[config.mk]
export PLATFORM = sky130hd
export DESIGN_NAME = deco_p_seq
export DESIGN_NICKNAME = d
export VERILOG_FILES = /design/src/rtl/deco_p_pkg.sv /design/src/rtl/deco_p_chk.sv /design/src/rtl/deco_p_seq.sv
export SDC_FILE = /design/constraint.sdc
export NUM_CORES = 1
export LEC_CHECK = 0
export BUFFER_PORTS_ARGS = -buffer_cell sky130_fd_sc_hd__buf_2
export CAP_MARGIN = 20
export CORE_MARGIN = 1.5
export CORE_UTILIZATION = 48
export DETAILED_ROUTE_END_ITERATION = 8
export GPL_ROUTABILITY_DRIVEN = 0
export PLACE_DENSITY = 0.81
export SLEW_MARGIN = 5
export SYNTH_ARGS = -nofsm -noshare
export SYNTH_HDL_FRONTEND = slang
export SYNTH_SLANG_ARGS = --single-unit
[constraint.sdc]
create_clock -name clk -period 1.73 [get_ports clk]
set_input_delay 0.346 -clock clk [delete_from_list [all_inputs] [get_ports clk]]
set_output_delay 0.346 -clock clk [all_outputs]
set_load 0.005 [all_outputs]
[src/rtl/deco_p_pkg.sv]
// Shared types and helpers for the sequential 3:8 decoder (deco_p_seq).
package deco_p_pkg;

  localparam int unsigned IDX_W_DEF = 3;
  localparam int unsigned OH_W_DEF  = 8;

  typedef enum logic {
    EMPTY = 1'b0,
    FULL  = 1'b1
  } deco_st_e;

  function automatic logic [OH_W_DEF-1:0] onehot_of(input logic [IDX_W_DEF-1:0] idx);
    return OH_W_DEF'(1) << idx;
  endfunction

endpackage

[src/rtl/deco_p_chk.sv]
// Round-trip checker: re-encodes the held one-hot word and compares it with the accepted index.
// Only compiled when DECO_P_ROUNDTRIP_CHK_EN is defined.
`ifdef DECO_P_ROUNDTRIP_CHK_EN
module deco_p_chk
  import deco_p_pkg::*;
#(
  parameter  int unsigned IDX_W = IDX_W_DEF,
  localparam int unsigned OH_W  = 2**IDX_W
) (
  input  logic             clk,
  input  logic             rst_n,
  input  logic             valid,
  input  logic [OH_W-1:0]  onehot,
  input  logic [IDX_W-1:0] idx,
  output logic             chk_err
);

  localparam int unsigned CNT_W = IDX_W + 1;

  logic [IDX_W-1:0] enc;
  logic [CNT_W-1:0] pop;
  logic             chk_err_q;
  logic             chk_err_d;

  // Priority re-encode (highest set bit wins) plus population count.
  always_comb begin
    enc = '0;
    pop = '0;
    for (int i = 0; i < int'(OH_W); i++) begin
      if (onehot[i]) enc = IDX_W'(i);
      pop = pop + CNT_W'(onehot[i]);
    end
    chk_err_d = chk_err_q | (valid & ((enc != idx) | (pop != CNT_W'(1))));
  end

  always_ff @(posedge clk or negedge rst_n) begin
    if (!rst_n) chk_err_q <= 1'b0;
    else        chk_err_q <= chk_err_d;
  end

  assign chk_err = chk_err_q;

endmodule
`endif

[src/rtl/deco_p_seq.sv]
// Sequential 3:8 decoder with 1-deep registered output, sticky pending bitmap and overflow flag.
// Optional round-trip checker enabled by DECO_P_ROUNDTRIP_CHK_EN.
module deco_p_seq
  import deco_p_pkg::*;
#(
  parameter  int unsigned        IDX_W    = IDX_W_DEF,
  localparam int unsigned        OH_W     = 2**IDX_W,
  parameter  logic [OH_W-1:0]    PEND_RST = '0
) (
  input  logic             clk,
  input  logic             rst_n,
  input  logic             in_valid,
  input  logic [IDX_W-1:0] in_idx,
  output logic             in_ready,
  output logic             out_valid,
  output logic [OH_W-1:0]  out_onehot,
  input  logic             out_ready,
  output logic [OH_W-1:0]  pend,
  input  logic [OH_W-1:0]  clr_mask,
  output logic             ovf,
  input  logic             ovf_clr,
  output logic             chk_err
);

  deco_st_e        state_q, state_d;
  logic            out_valid_q, out_valid_d;
  logic [OH_W-1:0] out_onehot_q, out_onehot_d;
  logic [OH_W-1:0] pend_q, pend_d;
  logic            ovf_q, ovf_d;
  logic            accept;
  logic [OH_W-1:0] set_vec;

  // Stage frees up when empty or when the held word leaves this cycle.
  assign in_ready = (state_q == EMPTY) | out_ready;
  assign accept   = in_valid & in_ready;

  always_comb begin
    state_d      = state_q;
    out_valid_d  = out_valid_q;
    out_onehot_d = out_onehot_q;
    set_vec      = '0;
    if (accept) set_vec = OH_W'(1) << in_idx;

    if (accept) begin
      state_d      = FULL;
      out_valid_d  = 1'b1;
      out_onehot_d = set_vec;
    end else if ((state_q == FULL) && out_ready) begin
      state_d      = EMPTY;
      out_valid_d  = 1'b0;
      out_onehot_d = '0;
    end

    // Set wins over clear; a re-hit counts only if the bit is not being cleared.
    pend_d = (pend_q & ~clr_mask) | set_vec;
    ovf_d  = (ovf_q & ~ovf_clr) | (accept & pend_q[in_idx] & ~clr_mask[in_idx]);
  end

  always_ff @(posedge clk or negedge rst_n) begin
    if (!rst_n) begin
      state_q      <= EMPTY;
      out_valid_q  <= 1'b0;
      out_onehot_q <= '0;
      pend_q       <= PEND_RST;
      ovf_q        <= 1'b0;
    end else begin
      state_q      <= state_d;
      out_valid_q  <= out_valid_d;
      out_onehot_q <= out_onehot_d;
      pend_q       <= pend_d;
      ovf_q        <= ovf_d;
    end
  end

  assign out_valid  = out_valid_q;
  assign out_onehot = out_onehot_q;
  assign pend       = pend_q;
  assign ovf        = ovf_q;

`ifdef DECO_P_ROUNDTRIP_CHK_EN
  logic [IDX_W-1:0] idx_q;
  logic [IDX_W-1:0] idx_d;

  assign idx_d = accept ? in_idx : idx_q;

  always_ff @(posedge clk or negedge rst_n) begin
    if (!rst_n) idx_q <= '0;
    else        idx_q <= idx_d;
  end

  deco_p_chk #(.IDX_W(IDX_W)) u_chk (
    .clk     (clk),
    .rst_n   (rst_n),
    .valid   (out_valid_q),
    .onehot  (out_onehot_q),
    .idx     (idx_q),
    .chk_err (chk_err)
  );
`else
  assign chk_err = 1'b0;
`endif

endmodule

==> flow_summary.json, run 1 <==
{
  "yosys.area.top_type": "dfrtp_1",
  "cts_tree": "done",
  "die_y_um": 44.3,
  "fp.dieArea_um2": 1960,
  "skew_ps": 8.07,
  "antenna_found_initial": 0,
  "port_buffers": 34,
  "rsz0062_at_grt": "false",
  "antenna_cells": 0,
  "cts_root_buf": "clkbuf_4",
  "r2r_setup_slack_ps": 440,
  "cts_resized": 0,
  "cp.required_ps": 1380,
  "critPathMaxStageDelay_ps": 420,
  "core_area_um2": 1560,
  "synth_ff_type": "dfrtp_1",
  "final_cells": 129,
  "grt_pass1_vias": 684,
  "gr-usage-all-layers_pct": 21.5,
  "criticalPathCategory": "reg2out",
  "placed_cells": 125,
  "syn2layout_area_growth_pct": 24.6,
  "synthCells": 78,
  "endpoint_kind": "output port",
  "pre_cts_slack_ps": 383,
  "fmax_mhz": 646,
  "yosysTopAreaCellShare_pct": 55.0,
  "ir_drop_mv": 0.562,
  "setup_slack_ps": 183,
  "cp_max_fo": 11,
  "synthesis.nets": 94,
  "hold_class": "in2reg",
  "yosysMostFrequentCell": "dfrtp_1",
  "critPathArrivalTime_ps": 1200,
  "ff_latch_area_um2": 450,
  "async_flop_share_pct": 100,
  "num_rows": 14,
  "io_pins": 36,
  "cpMaxStageDelayCell": "dfrtp_1",
  "synth_seq_cells": 18,
  "fin_crit_sh_pct": 89.4,
  "wl_per_cell_um": 13.8,
  "drtAntennaViolNets": 0,
  "grt_max_degree": 19,
  "final-hold-violation-count": 0,
  "violations": "design-rule violations",
  "clkTransAtPathRegs_ps": 100,
  "nets": 131,
  "setup_viol": 0,
  "ys.warnings.count": 0,
  "drive_gt1_share_pct": 37.2,
  "fin_util_pct": 65.5,
  "pwr_density_cell_nw_per_um2": 754,
  "clk_path_buf_depth": 2,
  "synth_area_um2": 820,
  "synth-edff-count": 0,
  "firstDrtPassIters": 6,
  "tns_ps": 0,
  "ys_types": 23,
  "avgSynthCellArea_um2": 10.5,
  "cts_htree_levels": 1,
  "cap_violations": 0,
  "slew_viol_final": 0,
  "dpl.hpwl_mm": 1.39,
  "path_buf_inv": 1,
  "final.fill_count": 134,
  "drc": 4,
  "finalPower_uw": 770,
  "p_leak_nw": 0.563,
  "drt_iter0_markers": 30,
  "grt-ovfl-total": 0,
  "numCtsBuffers": 3,
  "fp.dieW_um": 44.3,
  "ys_top_cells_by_count": "18 x dfrtp_1, 14 x nand2_1, 6 x nand2b_1, 6 x o21ai_0, 5 x inv_1",
  "synth_seq_area_share_pct": 55.0,
  "status": "finished with violations",
  "grt_pass1_wl_mm": 2.99,
  "synth_area_leaders": "dfrtp_1 55%, nand2_1 6.4%, nand2b_1 4.6%",
  "clkSinkCount": 18,
  "crit_path_cell_trace": "nand2b_1 -> buf_2",
  "min_period_ps": 1550,
  "cp-start-kind": "flip-flop",
  "wirelength_mm": 1.78,
  "multi_input_area_um2": 315,
  "viasPerCell": 5.50,
  "start_util_pct": 52.6,
  "crit_family": "flip-flops",
  "clkLatencyLatePin_ps": 290,
  "vias": 709
}
-- where the power goes --
part / total [mW] / leakage (nW) / internal (mW) / switching (mW)
Combinational: 0.114 / 0.307 / 0.0509 / 0.0628
Clock: 0.203 / 0.0138 / 0.0811 / 0.122
Sequential: 0.453 / 0.243 / 0.441 / 0.0123
-- kinds of logic (layout without fill, tap and decap cells) --
kind of cell	after synthesis	after routing	synth area share [%]
buf+inv	10	45	6.57
mux	2	2	3.97
simple gates	33	33	22.3
flops	18	18	55.0
compound gates	14	14	11.8
other cells	1	1	0.458
-- per-layer routing --
layer / part of all wire, % / wire (µm) / GRT usage [%] / up-vias
met1: 42 / 751 / 25.5 / 334
met4: 2.1 / 38 / 10.9 / 0
li1: - / - / - / 339
met5: 0 / 0 / 0 / -
met2: 50 / 883 / 37.1 / 32
met3: 5.7 / 102 / 4.08 / 4
-- final cells by class --
cell class,count,area share [%]
inverter,6,2.45
tap,16,1.96
timing repair buffer,36,18.4
sequential,18,44.1
multi-input combinational,50,30.9
clock buffer,3,2.21
-- registers in the layout, summed over array words and instances (netlist names) --
name,flops
out_onehot,8
pend,8
out_valid,1
ovf,1
-- worst paths after layout --
path,startpoint,cells past startpoint,end
min reg2reg,out_onehot[1]$_DFFE_PN0P_,2,out_onehot[1]$_DFFE_PN0P_
min in group asynchronous,rst_n,2,ovf$_DFF_PN0_
max,out_valid$_DFFE_PN0P_,2,in_ready
min,clr_mask[6],2,pend[6]$_DFF_PN0_
max reg2reg,out_valid$_DFFE_PN0P_,3,pend[0]$_DFF_PN0_
max in group asynchronous,rst_n,2,out_onehot[1]$_DFFE_PN0P_
-- layout by cell type (no fill, tap or decap) --
master	Yosys	final
and3b_1	2	2
nor3b_1	2	2
nand4_1	3	3
nand2_1	14	14
dlygate4sd3_1	0	1
nor2b_1	1	1
o2111ai_2	1	1
inv_1	5	5
mux4_2	1	1
buf_2	2	34
o21ai_0	6	6
clkbuf_4	0	3
nand3_1	3	3
o2111ai_1	2	2
and2_1	1	1
o31ai_1	2	2
buf_4	1	1
nand2b_1	6	6
inv_4	1	1
nand2b_4	1	1
conb_1	1	1
dfrtp_1	18	18
o22ai_1	3	3
mux2i_1	1	1
-- metrics by stage --
stage	hold slack (ps)	area, µm²
global route	244	1020
detailed placement	296	988
finish	234	1020
floorplan	50.4	820
CTS	236	1020
global placement	287	988
-- repair_timing --
| item | in CTS | in global routing |
|---|---|---|
| endpoints found under the hold margin | 18 | 0 |
| buffers inserted | 0 | 0 |
| hold buffers | 1 | 0 |
Power figures use the tool's default switching activity.
==> inputs of run 2 (changes only) <==
- BUFFER_PORTS_ARGS: -buffer_cell sky130_fd_sc_hd__buf_2 -> -buffer_cell sky130_fd_sc_hd__buf_4
==> run 2 against run 1 <==
Net effect:
- the flow now finishes without violations
- maximum frequency rose by 1.1%
- worst setup slack improved by 16 ps
- utilization rose by 5.5 points
- clock power fell by 2%
- global-route usage fell by 0.38 points
- worst hold slack improved by 9.4 ps
- first-iteration DRC count fell by 53%
- combinational power rose by 18%
- cell area rose by 8.3%
- sequential power barely moved
- critical endpoint unchanged
- largest power group unchanged
- highest routed layer unchanged
==> flow_summary.json, run 2 (synthesized netlist as in run 1, its figures left out) <==
{
  "p_clk_share_pct": 25.3,
  "min_to": "pend[4]$_DFF_PN0_",
  "fmax_mhz": 653,
  "numCtsBuffers": 3,
  "cts_root_buf": "clkbuf_4",
  "cp-start-kind": "flip-flop",
  "wl_per_cell_um": 13.9,
  "drc": 0,
  "rsz0062_at_grt": "false",
  "reg2reg_from": "out_valid$_DFFE_PN0P_",
  "hold_class": "in2reg",
  "die_y_um": 44.3,
  "skew_ps": 2.02,
  "cp.required_ps": 1380,
  "final.fill_count": 119,
  "wirelength_mm": 1.79,
  "io_pins": 36,
  "power.internal_uw": 594,
  "cts.repair_timing.setup_buffer_count": 0,
  "drtAntennaViolNets": 0,
  "min_period_ps": 1530,
  "drive_gt1_share_pct": 37.2,
  "ir_drop_mv": 0.587,
  "vias": 678,
  "final-hold-violation-count": 0,
  "firstDrtPassIters": 6,
  "clkTransAtPathRegs_ps": 90,
  "grt_pass1_wl_mm": 2.95,
  "grt_max_degree": 19,
  "whs_ps": 244,
  "worstRegToRegCells": 3,
  "viasPerCell": 5.26,
  "p_switching_uw": 194,
  "nets": 131,
  "grt_pass1_vias": 667,
  "criticalPathCategory": "reg2out",
  "status": "completed",
  "cts_htree_levels": 1,
  "layout_commonest_cell": "buf_4",
  "cap_violations": 0,
  "hold_depth": 2,
  "critPathArrivalTime_ps": 1180,
  "switching_share_pct": 24.6,
  "clkLatencyLatePin_ps": 290,
  "tns_ps": 0,
  "start_util_pct": 52.6,
  "layout_common_cells": "35 x buf_4, 18 x dfrtp_1, 14 x nand2_1, 6 x nand2b_1, 6 x o21ai_0",
  "slew_viol_final": 0,
  "fin_crit_sh_pct": 88.5,
  "r2r-end": "pend[0]$_DFF_PN0_",
  "cp_max_fo": 11,
  "port_buffers": 34,
  "seqPwrFrac_pct": 57.7,
  "pre_cts_slack_ps": 390,
  "p_comb_share_pct": 17.0,
  "pwr_density_cell_nw_per_um2": 713,
  "setup_slack_ps": 199,
  "finalPower_uw": 788,
  "min-delay-start": "clr_mask[4]",
  "fin_util_pct": 70.9,
  "drt_iter0_markers": 14,
  "cts_resized": 0,
  "grt-ovfl-total": 0,
  "fp.dieW_um": 44.3,
  "antenna_found_initial": 0,
  "clkSinkCount": 18,
  "dpl.hpwl_mm": 1.37,
  "gr-usage-all-layers_pct": 21.1,
  "core_area_um2": 1560,
  "endpoint_kind": "output port",
  "setup_viol": 0,
  "p_leak_nw": 0.579,
  "ctsHoldBuffers": 1,
  "clk_path_buf_depth": 2,
  "r2r_setup_slack_ps": 460,
  "fp.dieArea_um2": 1960,
  "syn2layout_area_growth_pct": 35.0,
  "antenna_cells": 0,
  "num_rows": 14,
  "cts_tree": "done"
}
==> run 2: critical path, cell delays in order, from the launching register on <==
cell      delay [ps]
dfrtp_1          420
nand2b_1         300
buf_4            180
==> run 2: layout make-up <==
cell class	instances	area (µm²)	share of cell area (%)
multi-input cells	50	315	28.5
repair buffers	36	273	24.7
clock buffers	3	22.5	2.04
flip-flops and latches	18	450	40.7
inverters	6	25.0	2.26
well taps	16	20.0	1.81
==> run 2: worst max path at each step <==
stage	start	endpoint	slack [ps]	depth (start not counted)
final	out_valid$_DFFE_PN0P_	in_ready	200	2
after global routing	out_valid$_DFFE_PN0P_	in_ready	140	2
after CTS	out_valid$_DFFE_PN0P_	in_ready	200	2
after detailed placement	clr_mask[0]	ovf$_DFF_PN0_	390	4
after global placement	clr_mask[0]	ovf$_DFF_PN0_	400	4
after floorplan	in_idx[0]	ovf$_DFF_PN0_	490	4
==> run 2: per-layer routing <==
metal  wire length [µm]  vias up  share of wire, %  GRT usage, %
li1                   -      340                 -             -
met1                784      311                44          28.0
met2                895       22                50          34.1
met3                 72        5               4.0          2.45
met4                 34        0               1.9          10.9
met5                  0        -                 0             0
==> run 2: power by group through the flow <==
stage	clock (mW)	sequential, mW	combinational, mW
CTS	0.209	0.455	0.136
finish	0.199	0.454	0.134
global route	0.227	0.457	0.149
global placement	0	0.462	0.130
detailed placement	0	0.463	0.133
floorplan	0	0.464	0.0523
==> run 2: per-stage QoR <==
stage	std cells	area (µm²)
floorplan	78	820
CTS	129	1110
detailed placement	125	1070
finish	129	1110
global route	129	1110
global placement	125	1070
==> inputs of run 3 (changes only) <==
- BUFFER_PORTS_ARGS: -buffer_cell sky130_fd_sc_hd__buf_4 -> unset
- CORE_UTILIZATION: 48 -> 50
- DONT_BUFFER_PORTS: unset -> 1
- PLACE_DENSITY: 0.81 -> unset
==> run 3 against run 2 <==
Net effect:
- non-clock buffer count decreased by 34
- clock skew about the same
- worst hold slack got worse by 100 ps
- power decreased by 8.7%
- maximum frequency increased by 9.7%
- register-to-register slack about the same
- flip-flop and latch count unchanged
- cell count decreased by 26%
- critical endpoint unchanged
==> flow_summary.json, run 3 (synthesized netlist as in run 1, its figures left out) <==
{
  "dpl.hpwl_mm": 1.15,
  "final_cells": 95,
  "antenna_found_initial": 0,
  "tns_ps": 0,
  "core_area_um2": 1520,
  "placed_cells": 91,
  "r2r-end": "ovf$_DFF_PN0_",
  "tightest_slew_ps": 796,
  "p_switching_uw": 172,
  "worstRegToRegCells": 3,
  "pwr_density_cell_nw_per_um2": 846,
  "hold_class": "in2reg",
  "grt_pass1_wl_mm": 2.50,
  "wl_per_cell_um": 16.3,
  "fmax_mhz": 717,
  "fp.dieW_um": 43.5,
  "vias": 579,
  "firstDrtPassIters": 4,
  "clk_path_buf_depth": 2,
  "grt_pass1_vias": 584,
  "clkSinkCount": 18,
  "drive_gt1_share_pct": 10.1,
  "wirelength_mm": 1.55,
  "ff_latch_area_um2": 450,
  "p_clk_share_pct": 27.6,
  "drtAntennaViolNets": 0,
  "drc": 0,
  "timing.slew.headroom_pct": 46.7,
  "min-delay-start": "in_idx[1]",
  "setup_viol": 0,
  "min_period_ps": 1400,
  "fin_crit_sh_pct": 80.7,
  "path_buf_inv": 0,
  "drt_iter0_markers": 9,
  "rsz0062_at_grt": "false",
  "ir_drop_mv": 0.392,
  "p_comb_share_pct": 8.7,
  "grt_max_degree": 19,
  "whs_ps": 142,
  "final.fill_count": 151,
  "power.internal_uw": 547,
  "finalPower_uw": 720,
  "final-hold-violation-count": 0,
  "status": "completed",
  "clkLatencyLatePin_ps": 280,
  "syn2layout_area_growth_pct": 3.82,
  "hold_depth": 1,
  "fin_util_pct": 55.8,
  "cpMaxStageDelayCell": "dfrtp_1",
  "multi_input_area_um2": 315,
  "fp.dieArea_um2": 1890,
  "r2r_setup_slack_ps": 470,
  "io_pins": 36,
  "endpoint_kind": "output port",
  "layout_common_cells": "18 x dfrtp_1, 14 x nand2_1, 6 x nand2b_1, 6 x o21ai_0, 5 x inv_1",
  "critPathArrivalTime_ps": 1050,
  "layout_commonest_cell": "dfrtp_1",
  "port_buffers": 0,
  "seqPwrFrac_pct": 63.7,
  "cts_root_buf": "clkbuf_4",
  "numCtsBuffers": 3,
  "gr-usage-all-layers_pct": 18.0,
  "cap_violations": 0,
  "grt-ovfl-total": 0,
  "min_to": "pend[4]$_DFF_PN0_",
  "reg2reg_from": "out_valid$_DFFE_PN0P_",
  "nets": 97,
  "crit_path_cell_trace": "nand2b_1",
  "switching_share_pct": 24.0,
  "die_y_um": 43.5,
  "criticalPathCategory": "reg2out",
  "antenna_cells": 0,
  "p_leak_nw": 0.407,
  "cp-start-kind": "flip-flop",
  "skew_ps": 1.97,
  "num_rows": 14,
  "slew_viol_final": 0,
  "clkTransAtPathRegs_ps": 90,
  "cts_tree": "done",
  "cts.repair_timing.setup_buffer_count": 0,
  "critPathMaxStageDelay_ps": 430,
  "cts_htree_levels": 1,
  "cp.required_ps": 1380,
  "start_util_pct": 53.8,
  "viasPerCell": 6.09,
  "crit_family": "flip-flops",
  "cp_max_fo": 11
}
[run 3: changes by cell type in the layout (fill, tap and decap cells not counted), sizes merged]
cell,change
buf,-34
[run 3: worst max-delay path by stage]
stage / from / end / slack (ps) / cells past startpoint
floorplan: in_idx[0] / ovf$_DFF_PN0_ / 490 / 4
global placement: clr_mask[1] / ovf$_DFF_PN0_ / 510 / 3
detailed placement: clr_mask[0] / ovf$_DFF_PN0_ / 470 / 3
CTS: out_valid$_DFFE_PN0P_ / in_ready / 340 / 1
global route: out_valid$_DFFE_PN0P_ / in_ready / 280 / 1
finish: out_valid$_DFFE_PN0P_ / in_ready / 330 / 1
[run 3: power groups by stage]
| stage | combinational [mW] | clock, mW | sequential, mW |
|---|---|---|---|
| 2_1_floorplan | 0.0523 | 0 | 0.464 |
| 3_3_place_gp | 0.0521 | 0 | 0.467 |
| 3_5_place_dp | 0.0537 | 0 | 0.468 |
| 4_1_cts | 0.0643 | 0.206 | 0.459 |
| 5_1_grt | 0.0715 | 0.217 | 0.461 |
| 6_report | 0.0625 | 0.199 | 0.459 |
[run 3: final cells by class]
cell class	instances	share of cell area [%]
Clock buffer	3	2.65
Inverter	6	2.94
Timing Repair Buffer	2	2.06
Tap cell	16	2.35
Multi-Input combinational cell	50	37.1
Sequential cell	18	52.9
[run 3: metal layers]
layer	vias to the layer above	track usage (%)	routed length [µm]
met3	2	5.83	115
li1	271	-	-
met5	-	0	0
met4	0	7.27	13
met2	27	29.0	736
met1	279	22.5	685
[run 3: through the flow]
step / worst slack [ps] / instance area [µm²]
after floorplan: 488 / 820
after global routing: 282 / 851
after CTS: 339 / 851
after global placement: 511 / 818
after detailed placement: 468 / 818
final: 335 / 851
[run 3: timing repair]
action                                 4_1_cts  5_1_grt
endpoints found under the hold margin       18        0
setup endpoints to repair                    0        0
hold buffers                                 1        0
gates resized for setup                      0        0
